$ cat config.mk
export PLATFORM = sky130hd
export DESIGN_NAME = ex_mdu
export DESIGN_NICKNAME = d
export VERILOG_FILES = /design/src/rtl/ex_mdu.sv
export SDC_FILE = /design/constraint.sdc
export NUM_CORES = 1
export LEC_CHECK = 0
export BUFFER_PORTS_ARGS = -buffer_cell sky130_fd_sc_hd__buf_2
export CORE_AREA = 2 2 203 205
export CTS_CLUSTER_SIZE = 40
export DETAILED_ROUTE_END_ITERATION = 10
export DIE_AREA = 0 0 205 207
export GPL_TIMING_DRIVEN = 0
export HOLD_SLACK_MARGIN = 0.12
export SLEW_MARGIN = 20
export SYNTH_ARGS = -nofsm -noshare
export SYNTH_HDL_FRONTEND = slang
export SYNTH_SLANG_ARGS = --single-unit
export TNS_END_PERCENT = 10
$ cat constraint.sdc
create_clock -name clk -period 10.08 [get_ports clk]
set_input_delay 1.512 -clock clk [delete_from_list [all_inputs] [get_ports clk]]
set_output_delay 1.512 -clock clk [all_outputs]
set_load 0.05 [all_outputs]
$ cat src/rtl/ex_mdu.sv
// Iterative multiply/divide unit for the EX stage: shift-add multiply and restoring
// divide on operand magnitudes, with single-cycle fast paths for divide corner cases.
module ex_mdu #(
    parameter int XLEN   = 32,
    parameter int UNROLL = 1
) (
    input  logic            clk,
    input  logic            rst,
    input  logic            in_valid,
    output logic            in_ready,
    input  logic [2:0]      op,
    input  logic [XLEN-1:0] rs1,
    input  logic [XLEN-1:0] rs2,
    input  logic [4:0]      rd_i,
    input  logic            flush,
    output logic            out_valid,
    input  logic            out_ready,
    output logic [XLEN-1:0] result,
    output logic [4:0]      rd_o,
    output logic            busy
);
    localparam int STEPS = XLEN / UNROLL;
    localparam int CW    = $clog2(STEPS + 1);
    localparam logic [CW-1:0]     CNT_INIT = CW'(STEPS - 1);
    localparam logic [CW-1:0]     CNT_ZERO = CW'(0);
    localparam logic [CW-1:0]     CNT_ONE  = CW'(1);
    localparam logic [XLEN-1:0]   ZERO_X   = {XLEN{1'b0}};
    localparam logic [XLEN-1:0]   ONES_X   = {XLEN{1'b1}};
    localparam logic [XLEN-1:0]   MIN_X    = {1'b1, {(XLEN-1){1'b0}}};
    localparam logic [2*XLEN-1:0] ZERO_2X  = {(2*XLEN){1'b0}};

    localparam logic [2:0] OP_MUL    = 3'd0;
    localparam logic [2:0] OP_MULH   = 3'd1;
    localparam logic [2:0] OP_MULHSU = 3'd2;
    localparam logic [2:0] OP_MULHU  = 3'd3;
    localparam logic [2:0] OP_DIV    = 3'd4;
    localparam logic [2:0] OP_DIVU   = 3'd5;
    localparam logic [2:0] OP_REM    = 3'd6;
    localparam logic [2:0] OP_REMU   = 3'd7;

    typedef enum logic [1:0] {
        IDLE = 2'd0,
        CALC = 2'd1,
        DONE = 2'd2
    } state_t;

    state_t              state_r, state_nxt_s;
    logic [2:0]          op_r;
    logic [4:0]          rd_r;
    logic [XLEN-1:0]     b_r, hi_r, lo_r, result_r;
    logic                neg_r, rem_neg_r;
    logic [CW-1:0]       cnt_r;

    logic                a_signed_s, b_signed_s, a_neg_s, b_neg_s;
    logic [XLEN-1:0]     a_mag_s, b_mag_s, fast_res_s;
    logic                div_zero_s, ovf_s, fast_s, accept_s;
    logic [XLEN-1:0]     hi_nxt_s, lo_nxt_s;
    logic [XLEN:0]       rem_sh_s, diff_s, sum_s;
    logic [2*XLEN-1:0]   prod_s, prod_fix_s;
    logic [XLEN-1:0]     quo_fix_s, rem_fix_s, calc_res_s;

    assign in_ready  = (state_r == IDLE);
    assign out_valid = (state_r == DONE);
    assign busy      = (state_r != IDLE);
    assign result    = result_r;
    assign rd_o      = rd_r;

    // Request decode: signedness, magnitudes and divide corner cases
    always_comb begin
        a_signed_s = (op == OP_MULH) || (op == OP_MULHSU) || (op == OP_DIV) || (op == OP_REM);
        b_signed_s = (op == OP_MULH) || (op == OP_DIV) || (op == OP_REM);
        a_neg_s    = a_signed_s & rs1[XLEN-1];
        b_neg_s    = b_signed_s & rs2[XLEN-1];
        a_mag_s    = a_neg_s ? (ZERO_X - rs1) : rs1;
        b_mag_s    = b_neg_s ? (ZERO_X - rs2) : rs2;
        div_zero_s = op[2] & (rs2 == ZERO_X);
        ovf_s      = ((op == OP_DIV) || (op == OP_REM)) && (rs1 == MIN_X) && (rs2 == ONES_X);
        fast_s     = div_zero_s | ovf_s;
        // op[1] distinguishes REM/REMU from DIV/DIVU
        if (div_zero_s) begin
            fast_res_s = op[1] ? rs1 : ONES_X;
        end else begin
            fast_res_s = op[1] ? ZERO_X : rs1;
        end
        accept_s = in_valid & in_ready & ~flush;
    end

    // UNROLL sub-steps of shift-add multiply or restoring divide
    always_comb begin
        hi_nxt_s = hi_r;
        lo_nxt_s = lo_r;
        rem_sh_s = {(XLEN+1){1'b0}};
        diff_s   = {(XLEN+1){1'b0}};
        sum_s    = {(XLEN+1){1'b0}};
        for (int i = 0; i < UNROLL; i++) begin
            if (op_r[2]) begin
                rem_sh_s = {hi_nxt_s, lo_nxt_s[XLEN-1]};
                diff_s   = rem_sh_s - {1'b0, b_r};
                lo_nxt_s = {lo_nxt_s[XLEN-2:0], ~diff_s[XLEN]};
                hi_nxt_s = diff_s[XLEN] ? rem_sh_s[XLEN-1:0] : diff_s[XLEN-1:0];
            end else begin
                sum_s = {1'b0, hi_nxt_s} + (lo_nxt_s[0] ? {1'b0, b_r} : {(XLEN+1){1'b0}});
                {hi_nxt_s, lo_nxt_s} = {sum_s, lo_nxt_s[XLEN-1:1]};
            end
        end
    end

    // Sign fix-up and result selection for the final iteration
    always_comb begin
        prod_s     = {hi_nxt_s, lo_nxt_s};
        prod_fix_s = neg_r ? (ZERO_2X - prod_s) : prod_s;
        quo_fix_s  = neg_r ? (ZERO_X - lo_nxt_s) : lo_nxt_s;
        rem_fix_s  = rem_neg_r ? (ZERO_X - hi_nxt_s) : hi_nxt_s;
        case (op_r)
            OP_MUL:                       calc_res_s = prod_fix_s[XLEN-1:0];
            OP_MULH, OP_MULHSU, OP_MULHU: calc_res_s = prod_fix_s[2*XLEN-1:XLEN];
            OP_DIV, OP_DIVU:              calc_res_s = quo_fix_s;
            OP_REM, OP_REMU:              calc_res_s = rem_fix_s;
            default:                      calc_res_s = ZERO_X;
        endcase
    end

    // Next-state logic; flush overrides every other transition
    always_comb begin
        state_nxt_s = state_r;
        if (flush) begin
            state_nxt_s = IDLE;
        end else begin
            case (state_r)
                IDLE:    state_nxt_s = in_valid ? (fast_s ? DONE : CALC) : IDLE;
                CALC:    state_nxt_s = (cnt_r == CNT_ZERO) ? DONE : CALC;
                DONE:    state_nxt_s = out_ready ? IDLE : DONE;
                default: state_nxt_s = IDLE;
            endcase
        end
    end

    // State register
    always_ff @(posedge clk) begin
        if (rst) begin
            state_r <= IDLE;
        end else begin
            state_r <= state_nxt_s;
        end
    end

    // Operand capture, iteration registers and result register
    always_ff @(posedge clk) begin
        if (rst) begin
            op_r      <= 3'd0;
            rd_r      <= 5'd0;
            b_r       <= ZERO_X;
            hi_r      <= ZERO_X;
            lo_r      <= ZERO_X;
            neg_r     <= 1'b0;
            rem_neg_r <= 1'b0;
            cnt_r     <= CNT_ZERO;
            result_r  <= ZERO_X;
        end else if (accept_s) begin
            op_r      <= op;
            rd_r      <= rd_i;
            b_r       <= b_mag_s;
            hi_r      <= ZERO_X;
            lo_r      <= a_mag_s;
            neg_r     <= a_neg_s ^ b_neg_s;
            rem_neg_r <= a_neg_s;
            cnt_r     <= fast_s ? CNT_ZERO : CNT_INIT;
            if (fast_s) begin
                result_r <= fast_res_s;
            end
        end else if ((state_r == CALC) && !flush) begin
            hi_r <= hi_nxt_s;
            lo_r <= lo_nxt_s;
            if (cnt_r == CNT_ZERO) begin
                result_r <= calc_res_s;
            end else begin
                cnt_r <= cnt_r - CNT_ONE;
            end
        end
    end

endmodule

Yosys cells after proc, flatten, opt, wreduce, memory -nomap -nowiden
Index checks and enable logic that the tools add are counted.
{"block": "totals", "reg_bits": 146, "in_bits": 77, "word_cells": 96, "output_inout_bits": 40}
{"block": "op_classes", "n_bitwise": 9, "muxes": 28, "n_addsub": 8, "eq_ne": 17, "reduce_logical": 24}
{"cell": "$mux W32", "count": 17}
{"cell": "$pmux W32 S4", "count": 1}
{"cell": "$sub A1 B32 Y32 const A", "count": 4}
{"cell": "$eq A32 B32 Y1 const B", "count": 2}
{"cell": "$mux W64", "count": 1}
{"cell": "$sub A1 B64 Y64 const A", "count": 1}
{"cell": "$add A32 B32 Y33", "count": 1}
{"cell": "$sub A33 B32 Y33", "count": 1}
{"cell": "$logic_not A32 Y1", "count": 1}
{"cell": "$eq A3 B3 Y1 const B", "count": 6}
{"cell": "$mux W6", "count": 3}
{"cell": "$eq A3 B2 Y1 const B", "count": 3}
{"cell": "$mux W2", "count": 4}
{"cell": "$reduce_or A2 Y1", "count": 4}
{"cell": "$eq A3 B1 Y1 const B", "count": 2}
{"cell": "$logic_not A6 Y1", "count": 1}
{"cell": "$logic_or A1 B1 Y1", "count": 6}
{"cell": "$pmux W2 S3", "count": 1}
{"cell": "$reduce_bool A2 Y1", "count": 3}
{"cell": "$sub A6 B1 Y6 const B", "count": 1}
{"cell": "$and A1 B1 Y1", "count": 5}
{"cell": "$mux W5", "count": 1}
{"cell": "$ne A2 B2 Y1 const B", "count": 2}
{"cell": "$logic_and A1 B1 Y1", "count": 3}
{"cell": "other kinds (11)", "count": 12}

Logic depth before layout (Yosys ltp)
Gate-level depths: netlist of the first run.
{"block": "logic_depth", "depth_word": 9, "depth_mapped": 22, "ltp_nobuf": 21}

Least setup slack after synthesis of the first run
Ideal clock, no wire load.
{"block": "synth_timing", "path_kind": "input to register", "from": "input port rs2[0]", "to": "register result_r[25] (netlist: result[25])", "setup_time_ps": 134, "path_stages": 15, "t_required_ps": 9946, "n_path_buf": 1, "slack_ps": 5082, "arrival_time_ps": 4864, "path_cell_list": "inv_1 ha_1 or3b_1 or4_1 or3_1 nor4_4 and3_1 a31o_2 a21oi_1 or2_0 clkbuf_1 a221o_1 a221o_1 nor2_1 a211oi_1"}
{"block": "synth_via", "elab_chain_len": 5, "word_cells_on_any_way": 10, "cone_classes": "2 x eq/ne; 3 x mux; 2 x bitwise; 3 x reduce/logical"}
{"item": "from (decl)", "line_no": "13", "source": "input logic [XLEN-1:0] rs2,"}
{"item": "$logic_not A32 Y1 / $eq A32 B32 Y1 (equally long branches)", "line_no": "76, 77"}
{"item": "$and A1 B1 Y1 / $logic_and A1 B1 Y1 (equally long branches)", "line_no": "76, 77"}
{"item": "$or A1 B1 Y1 / $mux W32 (equally long branches)", "line_no": "78, 80"}
{"item": "$ne A2 B2 Y1 (no line) / $mux W32 (equally long branches)"}
{"item": "$reduce_and A3 Y1 (no line) / $mux W32 (equally long branches)"}
{"item": "to (signal assigned)", "line_no": "169", "source": "result_r <= fast_res_s;"}
{"item": "to (signal assigned)", "line_no": "175", "source": "result_r <= calc_res_s;"}
{"item": "to (decl)", "line_no": "50", "source": "logic [XLEN-1:0] b_r, hi_r, lo_r, result_r;"}
Parallel ways exist; a longest one is shown, timed or not. The select of a mux whose other input is x is not followed.
A chain may end at the register's enable or synchronous reset.

Worst setup path in the final report of the first run
{"block": "layout_timing", "from": "register b_r[17]", "to": "register result_r[0] (netlist: result[0])"}
{"block": "layout_via", "elab_chain_len": 9, "word_cells_on_any_way": 15, "cone_classes": "4 x add/sub; 10 x mux; 1 x bitwise"}
{"item": "from (decl)", "line_no": "50"}
{"item": "from (signal assigned)", "line_no": "162", "source": "b_r <= b_mag_s;"}
{"item": "$sub A33 B32 Y33 *", "line_no": "98", "source": "diff_s = rem_sh_s - {1'b0, b_r};"}
{"item": "$mux W32 / $not A1 Y1 (equally long branches)", "line_no": "100, 99"}
{"item": "$mux W32", "line_no": "96", "source": "if (op_r[2]) begin"}
{"item": "$sub A1 B64 Y64, or another cell as far along", "line_no": "111", "source": "prod_fix_s = neg_r ? (ZERO_2X - prod_s) : prod_s;"}
{"item": "$mux W64, or another cell as far along", "line_no": "111"}
{"item": "$pmux W32 S4 *", "line_no": "114", "source": "case (op_r)"}
{"item": "$mux W32 *", "line_no": "174", "source": "if (cnt_r == CNT_ZERO) begin"}
{"item": "$mux W32 *", "line_no": "171", "source": "end else if ((state_r == CALC) && !flush) begin"}
{"item": "$mux W32 *", "line_no": "159", "source": "end else if (accept_s) begin"}
Mark *: on every way between the ends. The rest lies on a longest branch, timed or not. The select of a mux whose other input is x is not followed.

==> metrics.md, run 1 <==
| Metric | Value |
|---|---|
| First-pass GRT wire length | `between 100000 and 150000 um` |
| Largest area contributor in the synthesized netlist | `dfxtp_1` |
| Sequential share of power | `approximately 30%` |
| Io pins | `117` |
| Max VDD drop | `roughly 110 uV` |
| Setup crit end kind | `flop` |
| Hold/Removal Path Class | `flop to flop` |
| Total gr overflow | `0` |
| Clock-pin slew on the worst setup and hold paths | `70 ps` |
| Count of hold-fix buffers inserted at cts | `0` |
| Crit path cell chain | `inv_1, ha_1, buf_2, a21oi_1, o21ai_1, a211oi_1, o31ai_2, o31ai_1, nor2_1, nor2_1, ha_1, o21ai_0, nor4b_1, nand3b_1, nor2_1, nor2_1, xnor2_1, o32ai_1, o311ai_0, a21oi_1` |
| Htree depth | `4` |
| Cell Area, Synth | `15900 um2` |
| CTS Root Cell | `clkbuf_16` |
| Distinct cells, synth | `106` |
| Fillers | `4293` |
| Share of the synthesized area in the top cell type | `18.4%` |
| Worst Skew | `17.2 ps` |
| Syn nets | `2426` |
| Vias | `around 19000` |
| RSZ-0062 raised after global routing | `no` |
| N_diodes | `0` |
| Synth warn | `0` |
| Total iterations of the first detailed-routing run | `6` |
| Routed WL | `81600 um` |
| Setup Buffers After CTS | `0` |
| Async set or reset register ratio after synthesis | `0%` |
| Comb pwr share | `38.1%` |
| Final core occ | `between 40% and 50%` |
| Routability cong. | `1.01` |
| Sum of negative setup slack | `0 ps` |
| CTS Buffer Depth | `2` |
| Most used DFF post-synth | `dfxtp_1` |
| Post-CTS Resized | `0` |
| Final worst slack | `2060 ps` |
| Die ar. | `42400 um2` |
| Yosys reg bits | `around 150` |
| Sw Pwr | `0.000914 W` |
| Port Buffer Count | `115` |
| Die H | `207 um` |
| Critical Path Start Type | `flop` |
| Share of layout cells above drive strength 1 | `9.24%` |
| WS Path Type | `flop to flop` |
| MaxCap Viol Count | `0` |
| Layout Nets | `2560` |
| CP max FO | `10` |
| Site Rows | `74` |
| Top cells by area, synth | `dfxtp_1, a21oi_1, nor2_1` |
| Mapped Cells | `around 2300` |
| Post-Syn Area per Cell | `about 7 um2` |
| Largest net degree at the start of global routing | `17` |
| Max Slew Vio Count | `0` |
| Slowest Stage Delay on Critical Path | `860 ps` |
| Antenna violations before repair | `1` |
| Fraction of power consumed by the clock network | `31.4%` |
| Worst-Skew Late Latency | `470 ps` |
| Pwr per Cell Area | `119 nW/um2` |
| Post-synth EDFFs | `0` |
| Crit path DAT | `8340 ps` |
| Gr usage total | `37.6%` |
| Layout area overhead | `11.5%` |
| CP max stage cell | `nor2_1` |
| DRT antenna net count | `0` |
| Sw Share | `43.2%` |
| # setup viols final | `0` |
| Internal | `0.00120 W` |
| Via/cell ratio | `between 6 and 7` |
| Pre-CTS setup slack | `around 2600 ps` |
| CTS buffer count | `17` |
| Register area share after synthesis | `18.4%` |
| Routed wire per std cell | `~28 um` |
| Max Fclk | `125 MHz` |
| DRC | `0` |
| Hpwl dp | `between 60000 and 70000 um` |
| CTS tree | `built` |
| Crit path required time | `10400 ps` |
| Clk sinks | `146` |
| Leak Pwr | `6.53 nW` |
| Most frequent CP cell | `nor2_1` |
| Slew HR | `21.2%` |
| Drt initial violations | `2424` |
| Final Hold Violating Endpoints | `0` |
| DIE WIDTH | `205 um` |
| Measured slew at the worst slew-check pin | `roughly 1200 ps` |
| Crit share post-route | `79.6%` |
| Starting density of the core | `39.4%` |
| Number of global-route vias before repair | `between 15000 and 20000` |
| Tmin final | `between 8000 and 9000 ps` |
| Core area | `40400 um2` |
| Status | `finished clean` |
final timing paths:
path | start | to | slack, ps | cells after the start
setup / recovery | b_r[17] | result[0] | 2060 | 20
setup reg to reg | b_r[17] | result[0] | 2060 | 20
hold reg to reg | result[9] | result[9] | 450 | 2
hold / removal | result[9] | result[9] | 450 | 2
sequential cells by signal (all words and copies together) (netlist names):
signal and cells:
op_r 3, cnt_r 6, neg_r 1, hi_r 32
state_r 2, rem_neg_r 1, result 32, lo_r 32
b_r 32, rd_o 5
power by group through the flow:
stage / registers (W) / clock network, W / logic [W]
after CTS: 0.000642 / 0.000663 / 0.000775
after floorplan: 0.000649 / 0 / 0.000489
after detailed placement: 0.000656 / 0 / 0.000772
after global placement: 0.000655 / 0 / 0.000770
after global routing: 0.000647 / 0.000683 / 0.000852
final: 0.000645 / 0.000664 / 0.000807
per-stage QoR:
step	hold slack [ps]	total power (W)	area, um2	instances
floorplan	449	0.00114	15900	2277
global placement	443	0.00142	17200	2924
detailed placement	446	0.00143	17200	2924
CTS	454	0.00208	17700	2955
global route	477	0.00218	17700	2955
finish	452	0.00212	17700	2955
cells by family (layout without fill, tap and decap cells):
family / after synthesis / in the layout / synth area share, %
adders and majority gates: 94 / 94 / 7.14
AOI/OAI and AO/OA: 769 / 769 / 32.2
xor gates and xnor gates: 148 / 148 / 8.15
and+or+nand+nor: 848 / 848 / 25.6
DFF: 146 / 146 / 18.4
muxes: 47 / 47 / 3.00
buffers and inverters: 225 / 371 / 5.53
per-layer routing:
metal / vias up / GRT usage (%) / part of all wire, %
met4: 0 / 11.7 / 3.1
met2: 1170 / 55.3 / 42
li1: 8683 / - / -
met5: - / 0 / 0
met3: 155 / 8.67 / 11
met1: 9262 / 53.9 / 44
cell usage in the layout (no fill, tap or decap), drive strengths merged, types with 40 or more instances in the layout:
master and n:
nor2 260, nand2 240, a21oi 207, buf 159, o21ai 155, dfxtp 146
clkbuf 117, a211oi 107, xnor2 92, inv 89, nor3 71, ha 70
xor2 56, and2 44, mux2i 41, nand3 40
area by class of cell:
cell class	instances	area [um2]	share of cell area, %
clock buffer	18	439	2.47
multi-input combinational	1906	12100	68.3
buffer	143	573	3.23
inverter	82	308	1.73
timing repair buffer	115	576	3.24
clock inverter	13	140	0.790
sequential	146	2920	16.5
tap	532	666	3.75
cell usage after synthesis, types with 10 or more instances:
cell type / n
nor2_1: 258
buf_1: 24
nand4_1: 32
nor3_1: 69
o31ai_1: 30
nor2b_1: 15
o211ai_1: 26
a31oi_1: 27
or4_1: 11
o21ai_0: 147
nor4_1: 22
nand2b_1: 17
or3_1: 26
xor2_1: 56
and2_1: 43
mux2i_1: 41
nand3_1: 39
buf_2: 18
nor3b_1: 10
nand2_1: 239
o22ai_1: 12
a311oi_1: 19
maj3_1: 22
xnor2_1: 92
a21oi_1: 203
clkbuf_1: 98
a21o_1: 33
o31a_1: 10
inv_1: 81
a221oi_1: 19
o221ai_1: 12
and3_1: 13
a211oi_1: 106
dfxtp_1: 146
or2_2: 10
ha_1: 70
critical path, delay by kind of cell (launching register included):
kind            cells  cell delay (ps)
simple gates        6             3110
compound gates      9             3180
xor+xnor            1              230
buf+inv             2              240
fa+ha+maj           2              640
flops               1              460
Power figures use the tool's default switching activity.
==> run 2: changes to the inputs <==
--- a/config.mk
+++ b/config.mk
@@ -5,11 +5,12 @@
 export SDC_FILE = /design/constraint.sdc
 export NUM_CORES = 1
 export LEC_CHECK = 0
+export ABC_AREA = 1
 export BUFFER_PORTS_ARGS = -buffer_cell sky130_fd_sc_hd__buf_2
-export CORE_AREA = 2 2 203 205
+export CORE_AREA = 2 2 216 218
 export CTS_CLUSTER_SIZE = 40
 export DETAILED_ROUTE_END_ITERATION = 10
-export DIE_AREA = 0 0 205 207
+export DIE_AREA = 0 0 218 220
 export GPL_TIMING_DRIVEN = 0
 export HOLD_SLACK_MARGIN = 0.12
 export SLEW_MARGIN = 20
==> constraint.sdc (replaced) <==
create_clock -name clk -period 8.3 [get_ports clk]
set_input_delay 1.245 -clock clk [delete_from_list [all_inputs] [get_ports clk]]
set_output_delay 1.245 -clock clk [all_outputs]
set_load 0.05 [all_outputs]
==> run 2 against run 1 <==
  * Combinational power is 82% higher
  * Critical endpoint is now result[12]
  * Largest power group unchanged
  * Clock skew hardly changed
  * Largest cell class unchanged
  * Final area is 12% higher
  * Synthesized area is 13% higher
==> metrics.md, run 2 <==
| Metric | Value |
|---|---|
| Status | `finished clean (unchanged)` |
| Routed wire per std cell | `20.2 um (was 27.6 um)` |
| Worst-Skew Late Latency | `490 ps (was 470 ps)` |
| Tmin final | `5690 ps (was 8020 ps)` |
| Mapped Cells | `3282 (was 2277)` |
| Distinct cells, synth | `59 (was 106)` |
| Gr usage total | `33.6% (was 37.6%)` |
| Crit share post-route | `68.5% (was 79.6%)` |
| First-pass GRT wire length | `121000 um (was 118000 um)` |
| Worst R2R Setup Slack | `2610 ps (was 2060 ps)` |
| CTS tree | `built (unchanged)` |
| Internal | `0.00158 W (was 0.00120 W)` |
| Count of hold-fix buffers inserted at cts | `0 (unchanged)` |
| WS Path Type | `flop to flop (unchanged)` |
| RSZ-0062 raised after global routing | `no (unchanged)` |
| Worst Skew | `17.1 ps (was 17.2 ps)` |
| Top cells by area, synth | `nand2_1, dfxtp_1, inv_1 (was dfxtp_1, a21oi_1, nor2_1)` |
| CP max FO | `10 (unchanged)` |
| CTS buffer count | `17 (unchanged)` |
| Sw Pwr | `0.00147 W (was 0.000914 W)` |
| Total gr overflow | `0 (unchanged)` |
| # setup viols final | `0 (unchanged)` |
| Synth warn | `0 (unchanged)` |
| Site Rows | `79 (was 74)` |
| DRT antenna net count | `0 (unchanged)` |
| Worst reg2reg path depth | `29 (was 20)` |
| Hold Path Origin | `lo_r[4] (was result[9])` |
| Hold path depth | `2 (unchanged)` |
| Starting density of the core | `39.3% (was 39.4%)` |
| Final Hold Violating Endpoints | `0 (unchanged)` |
| DIE WIDTH | `218 um (was 205 um)` |
| Worst r2r dst | `result[12] (was result[0])` |
| Htree depth | `4 (unchanged)` |
| Most used DFF post-synth | `dfxtp_1 (unchanged)` |
| Layout Nets | `3566 (was 2560)` |
| Clock-pin slew on the worst setup and hold paths | `70 ps (about the same)` |
| Die H | `220 um (was 207 um)` |
| Layout area overhead | `10.6% (was 11.5%)` |
| Max Slew Vio Count | `0 (unchanged)` |
| Cell Area, Synth | `18000 um2 (was 15900 um2)` |
| Sum of negative setup slack | `0 ps (unchanged)` |
| DRC | `0 (unchanged)` |
| Critical Path Start Type | `flop (unchanged)` |
| Setup crit end kind | `flop (unchanged)` |
| Antenna violations before repair | `4 (was 1)` |
| Crit path required time | `8710 ps (was 10400 ps)` |
| CTS Root Cell | `clkbuf_16 (unchanged)` |
| Placed Area | `19400 um2 (was 17200 um2)` |
| Fraction of power consumed by the clock network | `26.0% (was 31.4%)` |
| Syn nets | `3431 (was 2426)` |
| Slowest Stage Delay on Critical Path | `510 ps (was 860 ps)` |
| Crit path DAT | `6100 ps (was 8340 ps)` |
| Vias | `22200 (was 19300)` |
| Grt met1 use | `47.9% (was 53.9%)` |
| Worst reg2reg startpoint | `b_r[23] (was b_r[17])` |
| Global Route met2 Usage | `51.0% (was 55.3%)` |
| Yosys reg bits | `146 (unchanged)` |
| Post-route design area | `19900 um2 (was 17700 um2)` |
| Hold Path End | `lo_r[4] (was result[9])` |
| Measured slew at the worst slew-check pin | `1270 ps (was 1180 ps)` |
| Cell with the most instances after synthesis | `nand2_1 (was nor2_1)` |
| MaxCap Viol Count | `0 (unchanged)` |
| Comb pwr share | `48.3% (was 38.1%)` |
| Number of global-route vias before repair | `19900 (was 17200)` |
| Commonest cells in the netlist | `nand2_1, inv_1, nor2_1 (was nor2_1, nand2_1, a21oi_1)` |
| Post-Syn Area per Cell | `5.49 um2 (was 6.99 um2)` |
| Io pins | `117 (unchanged)` |
| Setup Buffers After CTS | `0 (unchanged)` |
| CP max stage cell | `dfxtp_1 (was nor2_1)` |
| Routed WL | `81800 um (was 81600 um)` |
| Post-synth EDFFs | `0 (unchanged)` |
| Clk sinks | `146 (unchanged)` |
| Via/cell ratio | `5.50 (was 6.52)` |
| Pwr per Cell Area | `153 nW/um2 (was 119 nW/um2)` |
| Max VDD drop | `157 uV (was 108 uV)` |
| Drt initial violations | `2492 (was 2424)` |
| Async set or reset register ratio after synthesis | `0% (unchanged)` |
| Sw Share | `48.2% (was 43.2%)` |
| Global Route met3 Usage | `5.66% (was 8.67%)` |
| Largest net degree at the start of global routing | `17 (unchanged)` |
| Die ar. | `48000 um2 (was 42400 um2)` |
| Total iterations of the first detailed-routing run | `8 (was 6)` |
| CTS Buffer Depth | `2 (unchanged)` |
| Leak Pwr | `10.4 nW (was 6.53 nW)` |
| Core area | `45900 um2 (was 40400 um2)` |
| Commonest non-fill, non-tap cells in the layout | `nand2_1, inv_1, nor2_1, o21ai_0, a21oi_1 (was nor2_1, nand2_1, a21oi_1, o21ai_0, dfxtp_1)` |
| Share of layout cells above drive strength 1 | `8.95% (was 9.24%)` |
| Share of the synthesized area in the top cell type | `19.4% (was 18.4%)` |
| Hold/Removal Path Class | `flop to flop (unchanged)` |
| Routability cong. | `1.01 (about the same)` |
| Sequential share of power | `25.7% (was 30.5%)` |
| Leading cell type in the layout, fill and taps excluded | `nand2_1 (was nor2_1)` |
| Fillers | `5326 (was 4293)` |
| Most used routing layer | `met2 (unchanged)` |
| Port Buffer Count | `116 (was 115)` |
| Hpwl dp | `68400 um (was 66100 um)` |
| Slew HR | `14.1% (was 21.2%)` |
| Post-CTS Resized | `0 (unchanged)` |
| Largest area contributor in the synthesized netlist | `nand2_1 (was dfxtp_1)` |
| Register area share after synthesis | `16.2% (was 18.4%)` |
| Max Fclk | `176 MHz (was 125 MHz)` |
[run 2: cell count changes after synthesis, moves of 30 or more]
| cell | before | now |
|---|---|---|
| a211oi_1 | 106 | 2 |
| a21o_1 | 33 | 3 |
| a21oi_1 | 203 | 259 |
| and2_1 | 43 | 4 |
| inv_1 | 81 | 495 |
| mux2i_1 | 41 | 0 |
| nand2_1 | 239 | 931 |
| nand2_2 | 1 | 40 |
| nand3_1 | 39 | 255 |
| o21ai_0 | 147 | 268 |
| xnor2_1 | 92 | 8 |
[run 2: power by group through the flow]
stage	clock network, W	registers [W]	logic (W)
after global routing	0.000823	0.000787	0.00160
after floorplan	0	0.000833	0.000938
final	0.000792	0.000784	0.00147
after global placement	0	0.000798	0.00142
after CTS	0.000800	0.000783	0.00143
after detailed placement	0	0.000798	0.00142
[run 2: cell type report]
cell class	count	area [um2]	area share, %
Multi-Input combinational cell	2505	12600	63.3
Sequential cell	146	2920	14.7
Inverter	513	1930	9.66
Tap cell	607	759	3.81
Timing Repair Buffer	116	581	2.91
Buffer	118	543	2.72
Clock buffer	17	425	2.13
Clock inverter	14	146	0.735
Antenna cell	2	5.00	0.0251
[run 2: cell families after synthesis]
family | Yosys count | share of synthesized area (%)
AO/OA/AOI/OAI | 642 | 19.4
XOR/XNOR | 79 | 3.88
adder cells (fa/ha/maj) | 73 | 5.14
buffers and inverters | 631 | 13.7
flip-flops | 146 | 16.2
AND/OR/NAND/NOR | 1711 | 41.7
[run 2: critical path: cells and delay by family (launching register included)]
family | cells | cell delay, ps
AOI/OAI and AO/OA | 5 | 1140
xor gates and xnor gates | 1 | 180
adders and majority gates | 2 | 650
buffers and inverters | 4 | 630
DFF | 1 | 510
and+or+nand+nor | 17 | 2490
[run 2: per-layer routing]
metal  up-vias  wire [um]
met5         -         41
met2      1032      34100
met1     10200      37400
met3       140       7700
li1      10900          -
met4         6       2540
[run 2: how the worst max path moves through the flow]
| stage | from | endpoint | cells past startpoint | slack, ps |
|---|---|---|---|---|
| floorplan | lo_r[31] | result[12] | 32 | 4230 |
| global placement | b_r[23] | result[12] | 29 | 2840 |
| detailed placement | b_r[23] | result[20] | 30 | 2860 |
| CTS | b_r[23] | result[20] | 30 | 2830 |
| global route | b_r[23] | result[20] | 30 | 2370 |
| finish | b_r[23] | result[12] | 29 | 2610 |
[run 2: metrics by stage]
stage / instances / power (W) / setup slack (ps) / hold slack, ps / utilization, %
6_report: 4038 / 0.00305 / 2610 / 470 / 43.5
3_5_place_dp: 4005 / 0.00222 / 2860 / 455 / 42.2
2_1_floorplan: 3282 / 0.00177 / 4230 / 441 / -
4_1_cts: 4036 / 0.00301 / 2830 / 469 / 43.4
5_1_grt: 4036 / 0.00321 / 2370 / 491 / 43.4
3_3_place_gp: 4005 / 0.00222 / 2840 / 451 / 42.2
